<file path="config.mk">
export PLATFORM = sky130hd
export DESIGN_NAME = mem_ctrl
export DESIGN_NICKNAME = d
export VERILOG_FILES = /design/src/rtl/mem_pkg.sv /design/src/rtl/mem_load_ext.sv /design/src/rtl/mem_ctrl.sv
export SDC_FILE = /design/constraint.sdc
export NUM_CORES = 1
export LEC_CHECK = 0
export ABC_CLOCK_PERIOD_IN_PS = 2790
export CORE_ASPECT_RATIO = 2
export CORE_MARGIN = 2
export CORE_UTILIZATION = 51
export CTS_BUF_LIST = sky130_fd_sc_hd__clkbuf_2 sky130_fd_sc_hd__clkbuf_4 sky130_fd_sc_hd__clkbuf_8
export DETAILED_ROUTE_END_ITERATION = 7
export GPL_TIMING_DRIVEN = 1
export PLACE_DENSITY = 0.92
export SLEW_MARGIN = 30
export SYNTH_ARGS = -nofsm -noshare
export SYNTH_HDL_FRONTEND = slang
export SYNTH_SLANG_ARGS = --single-unit
</file>
<file path="constraint.sdc">
create_clock -name clk -period 2.79 [get_ports clk]
set_input_delay 0.4185 -clock clk [delete_from_list [all_inputs] [get_ports clk]]
set_output_delay 0.4185 -clock clk [all_outputs]
set_load 0.02 [all_outputs]
</file>
<file path="src/rtl/mem_pkg.sv">
// Shared definitions for the byte-serialising memory controller.
package mem_pkg;

    // mm_op field positions
    localparam int OP_VALID = 4;
    localparam int OP_WRITE = 3;
    localparam int OP_UNS   = 2;
    localparam int OP_SZ_HI = 1;
    localparam int OP_SZ_LO = 0;

    // access size encodings (3 is treated as word)
    localparam logic [1:0] SZ_B = 2'd0;
    localparam logic [1:0] SZ_H = 2'd1;
    localparam logic [1:0] SZ_W = 2'd2;

    typedef enum logic [1:0] {
        S_IDLE = 2'd0,
        S_RD   = 2'd1,
        S_WR   = 2'd2,
        S_DONE = 2'd3
    } state_t;

    typedef enum logic {
        OWN_IF = 1'b0,
        OWN_MM = 1'b1
    } owner_t;

    // number of byte beats for a size code
    function automatic logic [2:0] nbytes(input logic [1:0] sz);
        case (sz)
            SZ_B:    nbytes = 3'd1;
            SZ_H:    nbytes = 3'd2;
            default: nbytes = 3'd4;
        endcase
    endfunction

endpackage

</file>
<file path="src/rtl/mem_load_ext.sv">
// Load data formatting: picks the valid low lanes and sign/zero extends.
module mem_load_ext
    import mem_pkg::*;
(
    input  logic [31:0] lanes,
    input  logic [1:0]  size,
    input  logic        uns,
    output logic [31:0] data
);

    // extend from the top bit of the accessed width
    always_comb begin
        data = lanes;
        case (size)
            SZ_B:    data = uns ? {24'd0, lanes[7:0]}  : {{24{lanes[7]}}, lanes[7:0]};
            SZ_H:    data = uns ? {16'd0, lanes[15:0]} : {{16{lanes[15]}}, lanes[15:0]};
            default: data = lanes;
        endcase
    end

endmodule

</file>
<file path="src/rtl/mem_ctrl.sv">
// Single-port byte RAM controller arbitrating between fetch and MEM stage.
//
// state  | meaning
// S_IDLE | arbitrate; the grant cycle also issues byte 0
// S_RD   | issue next read address, capture byte returned for previous one
// S_WR   | write next byte of the store
// S_DONE | one-cycle done pulse, no arbitration
module mem_ctrl
    import mem_pkg::*;
#(
    parameter int ADDR_W  = 32,
    parameter int RAM_LAT = 1
) (
    input  logic              clk,
    input  logic              rst,
    input  logic              if_req,
    input  logic [ADDR_W-1:0] if_addr,
    input  logic              if_flush,
    output logic              if_done,
    output logic [31:0]       if_inst,
    input  logic              mm_req,
    input  logic [4:0]        mm_op,
    input  logic [ADDR_W-1:0] mm_addr,
    input  logic [31:0]       mm_wdata,
    output logic              mm_done,
    output logic [31:0]       mm_rdata,
    output logic [ADDR_W-1:0] ram_addr,
    output logic [7:0]        ram_dout,
    output logic              ram_wr,
    input  logic [7:0]        ram_din,
    output logic              stl_if,
    output logic              stl_mm
);

    generate
        if (RAM_LAT != 1) begin : g_lat_check
            $fatal(1, "mem_ctrl: only RAM_LAT = 1 is supported");
        end
    endgenerate

    state_t            state, state_n;
    owner_t            owner, owner_n;
    logic [2:0]        cnt, cnt_n;
    logic [2:0]        nb, nb_n;
    logic [ADDR_W-1:0] base, base_n;
    logic [31:0]       wdata_q, wdata_n;
    logic [1:0]        size_q, size_n;
    logic              uns_q, uns_n;
    logic [31:0]       lane_q, lane_n;
    logic [31:0]       if_inst_q;
    logic [31:0]       mm_rdata_q;
    logic [31:0]       ext_data;

    mem_load_ext u_ext (
        .lanes (lane_q),
        .size  (size_q),
        .uns   (uns_q),
        .data  (ext_data)
    );

    // state and transaction context registers
    always_ff @(posedge clk) begin
        if (rst) begin
            state      <= S_IDLE;
            owner      <= OWN_IF;
            cnt        <= 3'd0;
            nb         <= 3'd0;
            base       <= '0;
            wdata_q    <= 32'd0;
            size_q     <= SZ_B;
            uns_q      <= 1'b0;
            lane_q     <= 32'd0;
            if_inst_q  <= 32'd0;
            mm_rdata_q <= 32'd0;
        end else begin
            state   <= state_n;
            owner   <= owner_n;
            cnt     <= cnt_n;
            nb      <= nb_n;
            base    <= base_n;
            wdata_q <= wdata_n;
            size_q  <= size_n;
            uns_q   <= uns_n;
            lane_q  <= lane_n;
            if (if_done) if_inst_q  <= lane_q;
            if (mm_done) mm_rdata_q <= ext_data;
        end
    end

    // next-state, RAM strobes and done pulses
    always_comb begin
        state_n  = state;
        owner_n  = owner;
        cnt_n    = cnt;
        nb_n     = nb;
        base_n   = base;
        wdata_n  = wdata_q;
        size_n   = size_q;
        uns_n    = uns_q;
        lane_n   = lane_q;
        ram_addr = '0;
        ram_dout = 8'd0;
        ram_wr   = 1'b0;
        if_done  = 1'b0;
        mm_done  = 1'b0;

        case (state)
            S_IDLE: begin
                if (mm_req && mm_op[OP_VALID]) begin
                    owner_n  = OWN_MM;
                    base_n   = mm_addr;
                    nb_n     = nbytes(mm_op[OP_SZ_HI:OP_SZ_LO]);
                    size_n   = mm_op[OP_SZ_HI:OP_SZ_LO];
                    uns_n    = mm_op[OP_UNS];
                    wdata_n  = mm_wdata;
                    cnt_n    = 3'd1;
                    lane_n   = 32'd0;
                    ram_addr = mm_addr;
                    if (mm_op[OP_WRITE]) begin
                        ram_wr   = 1'b1;
                        ram_dout = mm_wdata[7:0];
                        state_n  = (nbytes(mm_op[OP_SZ_HI:OP_SZ_LO]) == 3'd1) ? S_DONE : S_WR;
                    end else begin
                        state_n  = S_RD;
                    end
                end else if (if_req && !if_flush) begin
                    owner_n  = OWN_IF;
                    base_n   = if_addr;
                    nb_n     = 3'd4;
                    size_n   = SZ_W;
                    uns_n    = 1'b1;
                    cnt_n    = 3'd1;
                    lane_n   = 32'd0;
                    ram_addr = if_addr;
                    state_n  = S_RD;
                end
            end
            S_RD: begin
                // RAM returns the byte addressed in the previous cycle
                case (cnt)
                    3'd1:    lane_n[7:0]   = ram_din;
                    3'd2:    lane_n[15:8]  = ram_din;
                    3'd3:    lane_n[23:16] = ram_din;
                    3'd4:    lane_n[31:24] = ram_din;
                    default: ;
                endcase
                if (cnt < nb) ram_addr = base + ADDR_W'(cnt);
                cnt_n = cnt + 3'd1;
                if (cnt == nb) state_n = S_DONE;
                if (owner == OWN_IF && if_flush) state_n = S_IDLE;
            end
            S_WR: begin
                ram_wr   = 1'b1;
                ram_addr = base + ADDR_W'(cnt);
                case (cnt[1:0])
                    2'd0:    ram_dout = wdata_q[7:0];
                    2'd1:    ram_dout = wdata_q[15:8];
                    2'd2:    ram_dout = wdata_q[23:16];
                    default: ram_dout = wdata_q[31:24];
                endcase
                cnt_n = cnt + 3'd1;
                if (cnt == nb - 3'd1) state_n = S_DONE;
            end
            default: begin
                state_n = S_IDLE;
                cnt_n   = 3'd0;
                if (owner == OWN_MM) mm_done = 1'b1;
                else if (!if_flush)  if_done = 1'b1;
            end
        endcase

        // reset abandons the transaction in the cycle it is asserted
        if (rst) begin
            ram_addr = '0;
            ram_dout = 8'd0;
            ram_wr   = 1'b0;
            if_done  = 1'b0;
            mm_done  = 1'b0;
        end
    end

    assign if_inst  = if_done ? lane_q   : if_inst_q;
    assign mm_rdata = mm_done ? ext_data : mm_rdata_q;
    assign stl_if   = if_req & ~if_done;
    assign stl_mm   = mm_req & mm_op[OP_VALID] & ~mm_done;

endmodule
</file>
==> metrics.md, run 1 <==
| Metric | Value |
|---|---|
| DRT antenna net count | 0 |
| Nets@finish | 1416 |
| Peak Freq | 0.339 GHz |
| Max-slew headroom | 0.397 |
| Mapped Area | 8540 sq um |
| Failing checks | setup timing |
| Most frequent cells in the layout | nand2_1, dfxtp_1, clkdlybuf4s50_1, nor2_1, buf_4 |
| Min cycle time layout | 2.95 ns |
| Worst-path clk slew | 0.11 ns |
| Synthesized instance count | 1017 |
| Die width | 95.5 um |
| Grt total ovfl | 0 |
| GP Congestion | 0.859 |
| WS Path Type | reg -> out |
| Number of global-route vias before repair | 8752 |
| CP max FO | 7 |
| Critical path's slowest cell | dfxtp_2 |
| Yosys warnings | 0 |
| Initial Util | 0.514 |
| Worst Path Buf+Inv | 4 |
| Io pins | 223 |
| Final setup margin | -0.161 ns |
| Final setup fails | 24 |
| Core Footprint | 16600 sq um |
| Pin count of the biggest net entering global routing | 88 |
| Antenna violations before repair | 0 |
| Most common library cell in the layout ignoring fill and taps | nand2_1 |
| Hpwl dp | 18200 um |
| Num rows | 67 |
| Max Cap Viol | 0 |
| CTS Root Cell | clkbuf_8 |
| CTS tree | built |
| Area grow syn2layout | 41.3% |
| Asr flop ratio synth | 0 |
| Final Hold Fails | 0 |
| CP Capture Type | output pin |
| Critical Path RT | 2.37 ns |
| H-tree level count | 4 |
| Post-Syn Area per Cell | 8.40 sq um |
| Detailed Routing Iterations Pass 1 | 5 |
| Cells after DPL | 1439 |
| Clk buf depth | 2 |
| Final worst path period share | 1.06 |
| Dominant synthesized flop cell | dfxtp_1 |
| Distinct cell type count after synthesis | 62 |
| DRC violations left | 0 |
| PortBufs | 222 |
| Worst Hold Class | reg -> reg |
| Final Instance Count excl. Fillers | 1505 |
| Die area | 17900 sq um |
| Status | finished with violations |
| CTS Hold Bufs | 0 |
| Vias | 8773 |
| Clock tree sinks | 172 |
| Slew Limit Fails | 0 |
| CP Launch Type | register |
| Clk_skew | 0.0176 ns |
| Sequence of cells on the critical path | ha_4, inv_2, fa_2, nor2b_4, o21a_1, buf_6, buf_4, nand3_2, xor2_1, o22ai_1, buf_4 |
| Fillers | 1141 |
| CP max stage delay | 0.38 ns |
| Crit path max-delay family | adder cells |
| Arrival time worst endpoint | 2.53 ns |
| Post-synthesis sequential area ratio | 0.403 |
| Number of synthesized flops with an enable pin | 0 |
| Dpl ws | -0.301 ns |
| Static leakage | 5.18 nW |
| Slew @ Worst Pin | 0.904 ns |
| Inserted Clock Buffers | 17 |
| Drt initial violations | 688 |
| GR Util All Layers | 0.305 |
| Die extent in y | 187 um |
| ANT cells | 0 |
| Wire length of the first global-routing pass | 43200 um |
| CP most frequent cell | buf_4 |
| Worst-Skew Late Latency | 0.47 ns |
| Total detailed-routing wirelength | 28200 um |
| Syn nets | 1148 |
| Pwr Density | 622 nW/um^2 |
| RSZ-0062 raised after global routing | yes |
| Via/cell ratio | 5.83 |
| Register bit total from synthesis | 172 |
| Proportion of layout cells with a drive suffix above 1 | 0.223 |
| Peak VDD IR | 0.000494 V |
| Wire length per cell | 18.7 um |
layer usage:
layer,global-route usage,wire (um)
met5,0,0
met4,0.143,1060
met3,0.0657,2480
met2,0.512,14100
met1,0.362,10500
synthesized netlist by cell type (2+ instances only):
cell / count / area share
mux2_1: 6 / 0.0079
nor2b_1: 43 / 0.032
mux2i_1: 33 / 0.039
o2111ai_1: 2 / 0.0021
o22ai_1: 22 / 0.016
buf_6: 3 / 0.0040
o31a_1: 2 / 0.0021
dfxtp_1: 172 / 0.40
and2_1: 13 / 0.0095
a311oi_1: 19 / 0.019
and4_1: 2 / 0.0021
a21boi_0: 20 / 0.018
and2b_1: 26 / 0.023
a22oi_1: 13 / 0.011
nor2_1: 106 / 0.047
mux2_4: 2 / 0.0035
xnor2_1: 8 / 0.0082
mux2_2: 32 / 0.042
nand4b_1: 2 / 0.0021
a222oi_1: 8 / 0.0094
nand2_1: 181 / 0.080
ha_1: 16 / 0.023
clkbuf_1: 48 / 0.021
nor3b_1: 2 / 0.0018
a21boi_1: 2 / 0.0018
xor2_1: 22 / 0.023
nand3_1: 16 / 0.0094
buf_1: 2 / 0.00088
nand4_1: 12 / 0.0088
nor3_1: 3 / 0.0018
o21ai_0: 16 / 0.0094
o2bb2ai_1: 2 / 0.0021
a211o_1: 2 / 0.0021
inv_1: 17 / 0.0075
and3_1: 5 / 0.0037
buf_4: 6 / 0.0053
buf_2: 10 / 0.0059
a21oi_1: 88 / 0.052
a22o_1: 10 / 0.010
registers in the layout, indices dropped and copies added, names as in the netlist:
name	cells
cnt	3
owner	1
if_inst_q	32
mm_rdata_q	32
uns_q	1
base	32
nb	3
lane_q	32
state	2
size_q	2
wdata_q	32
cells by family (layout without fill, tap and decap cells):
| family | Yosys count | count (layout) | synth area share |
|---|---|---|---|
| flops | 172 | 172 | 0.403 |
| fa+ha+maj | 17 | 17 | 0.0258 |
| mux | 73 | 73 | 0.0923 |
| xor+xnor | 31 | 31 | 0.0336 |
| buf+inv | 88 | 369 | 0.0467 |
| compound gates | 215 | 215 | 0.166 |
| simple gates | 421 | 421 | 0.233 |
power breakdown:
part / total [mW] / switching [mW] / internal [mW]
clock network: 1.77 / 1.08 / 0.683
logic: 2.76 / 1.54 / 1.23
registers: 2.97 / 0.252 / 2.72
tightest hold or removal path, delay by kind of cell, from the launching register on:
kind / cells / cell delay, ns
AO/OA/AOI/OAI: 1 / 0.05
flip-flops: 1 / 0.32
AND/OR/NAND/NOR: 1 / 0.05
cell type report:
class / instances / area, sq um / area share
repair buffers: 320 / 2900 / 0.241
clock buffers: 17 / 234 / 0.0194
well taps: 207 / 259 / 0.0215
multi-input cells: 757 / 4980 / 0.413
flip-flops and latches: 172 / 3460 / 0.287
inverters: 17 / 67.6 / 0.00560
clock inverters: 15 / 166 / 0.0138
path summary, 6_finish.rpt:
kind	from	endpoint	slack, ns	cells past startpoint
worst max register to register	state[0]	lane_q[1]	0.55	8
worst min register to register	wdata_q[26]	wdata_q[26]	0.47	2
worst max-delay path	cnt[0]	ram_addr[20]	-0.16	11
worst min-delay path	wdata_q[26]	wdata_q[26]	0.47	2
what timing repair did:
action	in CTS	in global routing
resized for setup	383	51
setup endpoints to repair	106	78
pin swaps	26	33
gates cloned	3	0
setup buffers	25	7
per-stage QoR:
| step | util | area [sq um] | hold slack [ns] | TNS (ns) | power, mW |
|---|---|---|---|---|---|
| 3_3_place_gp | 0.678 | 11300 | 0.442 | -4.47 | 5.34 |
| 4_1_cts | 0.719 | 11900 | 0.465 | -0.997 | 7.33 |
| 2_1_floorplan | - | 8540 | 0.434 | 0 | 4.46 |
| 5_1_grt | 0.727 | 12100 | 0.479 | -3.30 | 7.79 |
| 6_report | 0.727 | 12100 | 0.466 | -1.53 | 7.50 |
| 3_5_place_dp | 0.678 | 11300 | 0.449 | -5.96 | 5.42 |
(Power assumes the default switching activity.)
==> inputs of run 2 (changes only) <==
--- a/config.mk
+++ b/config.mk
@@ -7,7 +7,7 @@
 export LEC_CHECK = 0
 export ABC_CLOCK_PERIOD_IN_PS = 2790
 export CORE_ASPECT_RATIO = 2
-export CORE_MARGIN = 2
+export CORE_MARGIN = 3
 export CORE_UTILIZATION = 51
 export CTS_BUF_LIST = sky130_fd_sc_hd__clkbuf_2 sky130_fd_sc_hd__clkbuf_4 sky130_fd_sc_hd__clkbuf_8
 export DETAILED_ROUTE_END_ITERATION = 7
==> run 2 against run 1 <==
The flow still finishes with violations (setup timing). Global-route usage down 2.0 points. Cell area about the same. Worst setup slack worse by 0.031 ns. Final cell count fell by 0.40%. Hold slack got worse by 0.12 ns. Routed wire length is 1.6% higher. Register-to-register slack improved by 0.05 ns. Largest power group unchanged.
==> metrics.md, run 2 (same netlist as run 1, synthesis figures left out) <==
| Metric | Value |
|---|---|
| Worst Hold Class | in -> reg |
| Vias | 8772 (-0.011%) |
| Most common library cell in the layout ignoring fill and taps | nand2_1 |
| CTS Root Cell | clkbuf_8 |
| Power Total | 7.54 mW (+0.48%) |
| Initial Util | 0.522 (+0.00780) |
| Hold_ws | 0.350 ns (-0.115 ns) |
| Peak Freq | 0.335 GHz (-1.0%) |
| Peak VDD IR | 0.000419 V (-15%) |
| Hpwl dp | 19500 um (+7.2%) |
| Critical path's slowest cell | fa_2 |
| Min cycle time layout | 2.98 ns (+0.0307 ns) |
| Worst-path clk slew | 0.09 ns (-0.02 ns) |
| Total detailed-routing wirelength | 28600 um (+1.6%) |
| CP Capture Type | output pin |
| Pwr Density | 625 nW/um^2 (+0.51%) |
| Drt initial violations | 525 (-24%) |
| Inserted Clock Buffers | 17 (unchanged) |
| Num rows | 66 (-1.5%) |
| Clk_skew | 0.0141 ns (-0.00358 ns) |
| Number of global-route vias before repair | 8631 (-1.4%) |
| CTS Hold Bufs | 0 (unchanged) |
| Area grow syn2layout | 41.2% (about the same) |
| DRT antenna net count | 0 (unchanged) |
| Wire length per cell | 19.1 um (+2.0%) |
| Final worst path period share | 1.07 (+0.0110) |
| Worst-Skew Late Latency | 0.45 ns (-0.02 ns) |
| CTS tree | built |
| Clock tree sinks | 172 (unchanged) |
| PortBufs | 222 (unchanged) |
| CP max FO | 6 (-1) |
| Most frequent cells in the layout | nand2_1, dfxtp_1, clkdlybuf4s50_1, nor2_1, buf_4 |
| Die width | 97.5 um (+2.1%) |
| Nets@finish | 1413 (-0.21%) |
| CP Launch Type | register |
| Antenna violations before repair | 1 (+1) |
| GP Congestion | 0.897 (+4.4%) |
| WS Path Type | reg -> out |
| Via/cell ratio | 5.85 (+0.39%) |
| RSZ-0062 raised after global routing | yes |
| DP Area | 11300 sq um (about the same) |
| CP max stage delay | 0.38 ns (about the same) |
| Slew @ Worst Pin | 0.707 ns (-0.197 ns) |
| Proportion of layout cells with a drive suffix above 1 | 0.212 (-0.0117) |
| Final Instance Count excl. Fillers | 1499 (-0.40%) |
| Wire length of the first global-routing pass | 42700 um (-1.1%) |
| Post-route design area | 12100 sq um (about the same) |
| DRC violations left | 0 (unchanged) |
| Core Footprint | 16400 sq um (-1.5%) |
| Final setup fails | 18 (-25%) |
| Pin count of the biggest net entering global routing | 75 (-15%) |
| H-tree level count | 4 (unchanged) |
| Max Cap Viol | 0 (unchanged) |
| Cells after DPL | 1440 (+0.069%) |
| Arrival time worst endpoint | 2.56 ns (+0.03 ns) |
| Io pins | 223 (unchanged) |
| Slew Limit Fails | 0 (unchanged) |
| Grt total ovfl | 0 (unchanged) |
| Critical Path RT | 2.37 ns (about the same) |
| GR Util All Layers | 0.284 (-0.0203) |
| Final setup margin | -0.191 ns (-0.0307 ns) |
| Detailed Routing Iterations Pass 1 | 6 (+1) |
| Failing checks | setup timing |
| Sequence of cells on the critical path | ha_4, inv_2, fa_2, nor2b_4, o21a_1, buf_6, nand4b_1, xor2_1, o22ai_1, buf_4 |
| Static leakage | 5.12 nW (-1.1%) |
| Die extent in y | 189 um (+1.1%) |
| Status | finished with violations |
| Die area | 18400 sq um (+3.2%) |
| Max-slew headroom | 0.529 (+0.131) |
| Final Hold Fails | 0 (unchanged) |
| Clk buf depth | 2 (unchanged) |
==> run 2: through the flow <==
| stage | setup TNS [ns] | setup slack [ns] | util |
|---|---|---|---|
| finish | -1.07 | -0.191 | 0.738 |
| global route | -3.57 | -0.300 | 0.738 |
| CTS | -0.247 | -0.0868 | 0.715 |
| detailed placement | -3.97 | -0.122 | 0.688 |
| global placement | -1.63 | -0.0867 | 0.688 |
| floorplan | 0 | 0.247 | - |
==> run 2: timing repair <==
item,4_1_cts,5_1_grt
pin swaps,5,36
gates resized for setup,246,134
gates cloned,1,4
setup buffers,11,11
endpoints found under the setup margin,105,72
==> run 2: worst paths after layout <==
kind / from / endpoint / slack (ns) / cells after the start
worst max-delay path: base[0] / ram_addr[28] / -0.19 / 10
worst max register to register: state[0] / lane_q[21] / 0.60 / 9
worst min register to register: wdata_q[13] / wdata_q[13] / 0.46 / 2
worst min-delay path: rst / state[1] / 0.35 / 3
==> run 2: critical path, delay by kind of cell (launching register included) <==
family          cells  cell delay (ns)
compound gates      2             0.38
flops               1             0.37
simple gates        2             0.26
buf+inv             3             0.38
fa+ha+maj           2             0.54
xor+xnor            1             0.19
==> run 2: final cells by class <==
type / count / area [sq um]
clock buffers: 18 / 241
well taps: 204 / 255
repair buffers: 317 / 2900
flip-flops and latches: 172 / 3470
multi-input cells: 757 / 4970
clock inverters: 13 / 156
inverters: 17 / 67.6
diodes: 1 / 2.50
fillers: 1112 / 4290
==> run 2: layer usage <==
layer  part of all wire  vias to the layer above  global-route usage
met3              0.059                      143              0.0516
met5                  0                        -                   0
met1               0.33                     4138               0.281
li1                   -                     4026                   -
met4              0.069                        0               0.146
met2               0.54                      465               0.551
==> run 2: power by group <==
part           leakage [nW]  switching (mW)  internal (mW)
Sequential             1.40           0.268           2.72
Clock                 0.195           0.979          0.827
Combinational          3.52            1.53           1.21
